--- src/rtl/uart_rx.sv ---
// 8N1 UART receiver: 2-flop synchronizer, oversampling tick divider, mid-bit sampling FSM.
// Emits a one-clk data_valid on a good stop bit or a one-clk frame_err on a low stop bit.
module uart_rx #(
   parameter int unsigned CLOCK_FREQ = 50000000,
   parameter int unsigned BAUD_RATE  = 115200,
   parameter int unsigned OVERSAMPLE = 16
) (
   input  logic       clk,
   input  logic       rst,
   input  logic       rx,
   output logic [7:0] data_out,
   output logic       data_valid,
   output logic       frame_err,
   output logic       busy
);
   localparam int unsigned TickDiv = CLOCK_FREQ / (BAUD_RATE * OVERSAMPLE);
   localparam int unsigned DivMax  = (TickDiv > 0) ? TickDiv - 1 : 0;
   localparam int unsigned DivW    = (DivMax > 0) ? $clog2(DivMax + 1) : 1;
   localparam int unsigned TickW   = $clog2(OVERSAMPLE + 1);
   localparam logic [TickW-1:0] MidTick = TickW'(OVERSAMPLE / 2 - 1);
   localparam logic [TickW-1:0] BitTick = TickW'(OVERSAMPLE - 1);

   typedef enum logic [2:0] {StIdle, StStart, StData, StStop, StWaitIdle} state_e;

   logic             rx_meta_q, rx_s_q, rx_prev_q, rx_prev_d;
   logic [1:0]       init_q, init_d;
   state_e           state_q, state_d;
   logic [DivW-1:0]  div_q, div_d;
   logic [TickW-1:0] tick_cnt_q, tick_cnt_d;
   logic [2:0]       bit_idx_q, bit_idx_d;
   logic [7:0]       shift_q, shift_d;
   logic [7:0]       data_out_q, data_out_d;
   logic             data_valid_q, data_valid_d;
   logic             frame_err_q, frame_err_d;
   logic             busy_q, busy_d;
   logic             sample_tick, fall;

   // rx_prev only tracks rx_s once the synchronizer holds real line samples, so a line
   // that is already low when reset releases never looks like a start edge.
   assign init_d      = {init_q[0], 1'b1};
   assign rx_prev_d   = rx_s_q & init_q[1];
   assign fall        = rx_prev_q & ~rx_s_q;
   assign sample_tick = (state_q != StIdle) && (div_q == DivW'(DivMax));

   always_comb begin
      state_d      = state_q;
      tick_cnt_d   = tick_cnt_q;
      bit_idx_d    = bit_idx_q;
      shift_d      = shift_q;
      data_out_d   = data_out_q;
      data_valid_d = 1'b0;
      frame_err_d  = 1'b0;
      busy_d       = busy_q;
      if (state_q == StIdle || sample_tick) begin
         div_d = '0;
      end else begin
         div_d = div_q + 1'b1;
      end

      unique case (state_q)
         StIdle: begin
            tick_cnt_d = '0;
            bit_idx_d  = '0;
            if (fall) begin
               state_d = StStart;
               busy_d  = 1'b1;
            end
         end
         StStart: begin
            if (sample_tick) begin
               if (tick_cnt_q == MidTick) begin
                  tick_cnt_d = '0;
                  if (rx_s_q) begin
                     state_d = StIdle;
                     busy_d  = 1'b0;
                  end else begin
                     state_d = StData;
                  end
               end else begin
                  tick_cnt_d = tick_cnt_q + 1'b1;
               end
            end
         end
         StData: begin
            if (sample_tick) begin
               if (tick_cnt_q == BitTick) begin
                  tick_cnt_d = '0;
                  shift_d    = {rx_s_q, shift_q[7:1]};
                  bit_idx_d  = bit_idx_q + 3'd1;
                  if (bit_idx_q == 3'd7) state_d = StStop;
               end else begin
                  tick_cnt_d = tick_cnt_q + 1'b1;
               end
            end
         end
         StStop: begin
            if (sample_tick) begin
               if (tick_cnt_q == BitTick) begin
                  tick_cnt_d = '0;
                  if (rx_s_q) begin
                     data_out_d   = shift_q;
                     data_valid_d = 1'b1;
                     state_d      = StIdle;
                     busy_d       = 1'b0;
                  end else begin
                     frame_err_d = 1'b1;
                     state_d     = StWaitIdle;
                  end
               end else begin
                  tick_cnt_d = tick_cnt_q + 1'b1;
               end
            end
         end
         StWaitIdle: begin
            if (rx_s_q) begin
               state_d = StIdle;
               busy_d  = 1'b0;
            end
         end
         default: begin
            state_d = StIdle;
            busy_d  = 1'b0;
         end
      endcase
   end

   always_ff @(posedge clk or posedge rst) begin
      if (rst) begin
         rx_meta_q    <= 1'b1;
         rx_s_q       <= 1'b1;
         rx_prev_q    <= 1'b0;
         init_q       <= 2'b00;
         state_q      <= StIdle;
         div_q        <= '0;
         tick_cnt_q   <= '0;
         bit_idx_q    <= '0;
         shift_q      <= '0;
         data_out_q   <= '0;
         data_valid_q <= 1'b0;
         frame_err_q  <= 1'b0;
         busy_q       <= 1'b0;
      end else begin
         rx_meta_q    <= rx;
         rx_s_q       <= rx_meta_q;
         rx_prev_q    <= rx_prev_d;
         init_q       <= init_d;
         state_q      <= state_d;
         div_q        <= div_d;
         tick_cnt_q   <= tick_cnt_d;
         bit_idx_q    <= bit_idx_d;
         shift_q      <= shift_d;
         data_out_q   <= data_out_d;
         data_valid_q <= data_valid_d;
         frame_err_q  <= frame_err_d;
         busy_q       <= busy_d;
      end
   end

   assign data_out   = data_out_q;
   assign data_valid = data_valid_q;
   assign frame_err  = frame_err_q;
   assign busy       = busy_q;

endmodule

--- config.mk ---
export PLATFORM = sky130hd
export DESIGN_NAME = uart_rx
export DESIGN_NICKNAME = d
export VERILOG_FILES = /design/src/rtl/uart_rx.sv
export SDC_FILE = /design/constraint.sdc
export NUM_CORES = 1
export LEC_CHECK = 0
export CORE_ASPECT_RATIO = 0.8
export CORE_MARGIN = 5
export CORE_UTILIZATION = 60
export DETAILED_ROUTE_END_ITERATION = 16
export GPL_TIMING_DRIVEN = 0
export PLACE_DENSITY = 0.81
export SLEW_MARGIN = 10
export SYNTH_ARGS = -nofsm -noshare
export SYNTH_HDL_FRONTEND = slang
export SYNTH_SLANG_ARGS = --single-unit
--- constraint.sdc ---
create_clock -name clk -period 4.9 [get_ports clk]
set_input_delay 0.735 -clock clk [delete_from_list [all_inputs] [get_ports clk]]
set_output_delay 0.735 -clock clk [all_outputs]
set_load 0.02 [all_outputs]
==> results.toml <==
[status]
outcome = "finished, final reports clean"

[global_routing]
grt_pass1_wl_um = 6540
antenna_found_initial = 0
gr-total-overflow = 0
groute.usage.overall_pct = 20.0
grt_start_max_net_pins = 41
grt_pass1_vias = 1339

[setup_path]
critPathTopFamily = "simple AND/OR/NAND/NOR gates"
highest_cell_delay_on_the_worst_timing_path_ps = 410
worst_path_arrival_ps = 2430
critPathMostFrequentCell = "ha_1"
end_kind = "flip-flop"
path_max_fanout = 9
cp_num_buf_inv = 1
cp-start-kind = "flip-flop"
worst-endpoint-required_ps = 5080
timing.reg2reg.setup_slack_ps = 2650
cell_chain_critical_path = "ha_1, and3_1, ha_1, buf_2, nand4_1, nor3_4, mux2_2"
timing.critical_path.slowest_stage_cell = "nor3_4"
crit_type = "reg -> reg"

[routing]
routedWlPerCell_um = 16.5
route.detailed.vias_per_inst = 5.95
detail-route-antenna-nets = 0
first_iter_violations = 99
drc_errors = 0
postRouteWirelength_um = 3700
vias = 1332
dr.pass1.iters = 4

[yosys]
syn-num-nets = 173
synthFlopType = "dfrtp_1"
async_set_reset_flop_share_out_of_synthesis_pct = 100
synthesis.yosys.warnings = 0
seq_area_frac_synth_pct = 52.8
synth_edf_count = 0
synth.distinct_cells = 48
post_syn_area_um2 = 1900
count_of_state_elements_after_synthesis = 40
syn_area_cell_um2 = 11.7
syn-instance-count = 163

[power_and_ir_drop]
ir_worst_vdd_mv = 0.354
pwr-share-seq_pct = 51.7
power_density_nw_per_um2 = 332
power.leakage_nw = 1.04
fin_total_pwr_mw = 0.722
swShare_pct = 29.3
p_sw_mw = 0.212
power_frac_comb_pct = 17.0
intPower_mw = 0.510
clkPwrFrac_pct = 31.3

[sta]
timing.final.max_slew_violations = 0
finalHoldViolations = 0
setup_total_negative_slack_ps = 0
layout_worst_path_cycle_share_pct = 46.0
max_slew_margin_pct = 46.9
max_clock_freq_mhz = 444
finalCriticalPeriod_ps = 2250
grt_setup_unrepaired = "false"
skew_ps = 4.87
setup-violations-final = 0
pin_slew_with_the_least_headroom_to_its_limit_ps = 796

[die]
number_of_cell_rows = 18
io_pins = 14
die_height_um = 60.4
dieWidth_um = 72.9
die_area_um2 = 4400
core_um2 = 3060
effective_utilization_at_floorplan_pct = 62.1

[cts]
ctsHoldBuffers = 0
clock_tree.buffer_depth = 2
cts_resized = 0
clock_tree.htree_level_count = 2
cts_tree = "done"
cts_setup_buffers = 0
clock_latency_ps = 300
cts_root_buffer = "clkbuf_8"
numClockSinks = 40
clk_transition_reported_paths_ps = 70
cts_made_buffers = 5

[finish]
insertedDiodeCount = 0
final_area_um2 = 2180
final_layout_size_suffix_gt1_share_pct = 20.7
num-fill-cells = 231
seqCellArea_um2 = 1000
mostFrequentLayoutCells = "dfrtp_1 (38), mux2_2 (16), nand2_1 (13), clkdlybuf4s50_1 (13), nor2_1 (10)"
multi_input_area_um2 = 821
areaGrowthSynthToFinish_pct = 14.4
num-nets-final = 193
finish.utilization_pct = 71.0
most_frequent_standard_cell_in_the_layout_excluding_fill_and_tap_cells = "dfrtp_1"

[job]
drv_cap = 0

[placement]
final_estimated_routing_congestion_in_global_placement = 0.882
placement.io_buffers = 13
detailed_place.area_um2 = 2080
dpl.hpwl_um = 2570

[worst_hold_path]
worstHoldPathType = "reg -> reg"
==> cell families (layout without fill, tap and decap cells) <==
logic type      Yosys count  count (layout)  share of synthesized area [%]
simple gates             48              48                           15.9
compound gates           31              31                           11.1
fa+ha+maj                 7               7                           4.61
flops                    40              40                           52.8
mux                      17              17                           10.0
xor+xnor                  3               3                           1.38
other cells               1               1                          0.197
buf+inv                  16              37                           4.08
==> per-layer routing <==
metal / global-route usage, % / part of all wire [%] / vias to the layer above / wire [µm]
li1: - / - / 625 / -
met5: 0 / 0 / - / 0
met3: 6.95 / 4.5 / 7 / 166
met1: 26.6 / 45 / 666 / 1670
met4: 7.11 / 1.8 / 0 / 67
met2: 30.8 / 49 / 34 / 1800
==> cell usage after synthesis, types with 2 or more instances <==
master	instances	area, µm²
buf_2	5	25.0
xor2_1	2	17.5
a21boi_0	2	15.0
o22ai_1	2	12.5
and3_1	2	12.5
nor2_1	10	37.5
o31ai_1	2	15.0
nand4_1	6	37.5
nand2_1	13	48.8
a21oi_1	5	25.0
dfrtp_1	38	951
o21ai_0	8	40.0
inv_1	8	30.0
dfstp_2	2	52.6
mux2_2	16	180
ha_1	7	87.6
nand3_1	4	20.0
==> area by class of cell <==
cell class | instances | share of cell area [%]
multi-input cells | 107 | 37.7
repair buffers | 13 | 5.98
flip-flops and latches | 40 | 46.1
plain buffers | 8 | 2.19
inverters | 8 | 1.38
clock buffers | 7 | 3.97
clock inverters | 1 | 0.345
well taps | 40 | 2.30
==> per-stage QoR <==
| stage | worst slack [ps] | cells | hold slack [ps] |
|---|---|---|---|
| after detailed placement | 2680 | 216 | 347 |
| final | 2650 | 224 | 356 |
| after CTS | 2660 | 224 | 358 |
| after global placement | 2500 | 216 | 335 |
| after floorplan | 2930 | 163 | 331 |
| after global routing | 2460 | 224 | 362 |
==> registers in the layout, indices dropped and copies added (netlist names), 2 cells and up <==
signal / cells
shift_q: 8
init_q: 2
state_q: 3
bit_idx_q: 3
data_out: 8
tick_cnt_q: 5
div_q: 5
==> power by group through the flow <==
stage | Sequential [mW] | Combinational [mW] | Clock, mW
final | 0.373 | 0.123 | 0.226
after detailed placement | 0.379 | 0.121 | 0
after CTS | 0.373 | 0.122 | 0.230
after global routing | 0.377 | 0.139 | 0.243
after global placement | 0.377 | 0.113 | 0
after floorplan | 0.375 | 0.0936 | 0
==> path summary, 6_finish.rpt <==
check                                                from                      end  cells past startpoint
worst min-delay path                  rx_meta_q$_DFF_PP1_         rx_s_q$_DFF_PP1_                      0
worst max register to register  tick_cnt_q[0]$_DFFE_PP0P_  data_out[4]$_DFFE_PP0P_                      7
max in group asynchronous                             rst     data_valid$_DFF_PP0_                      2
worst max-delay path            tick_cnt_q[0]$_DFFE_PP0P_  data_out[4]$_DFFE_PP0P_                      7
min in group asynchronous                             rst  data_out[7]$_DFFE_PP0P_                      2
worst min register to register        rx_meta_q$_DFF_PP1_         rx_s_q$_DFF_PP1_                      0
==> worst reg2reg max path: stages, from the launching register on <==
cell	delay (ps)
dfrtp_1	380
ha_1	230
and3_1	200
ha_1	140
buf_2	200
nand4_1	190
nor3_4	410
mux2_2	390
No activity file was read; power rests on OpenSTA's default activity.
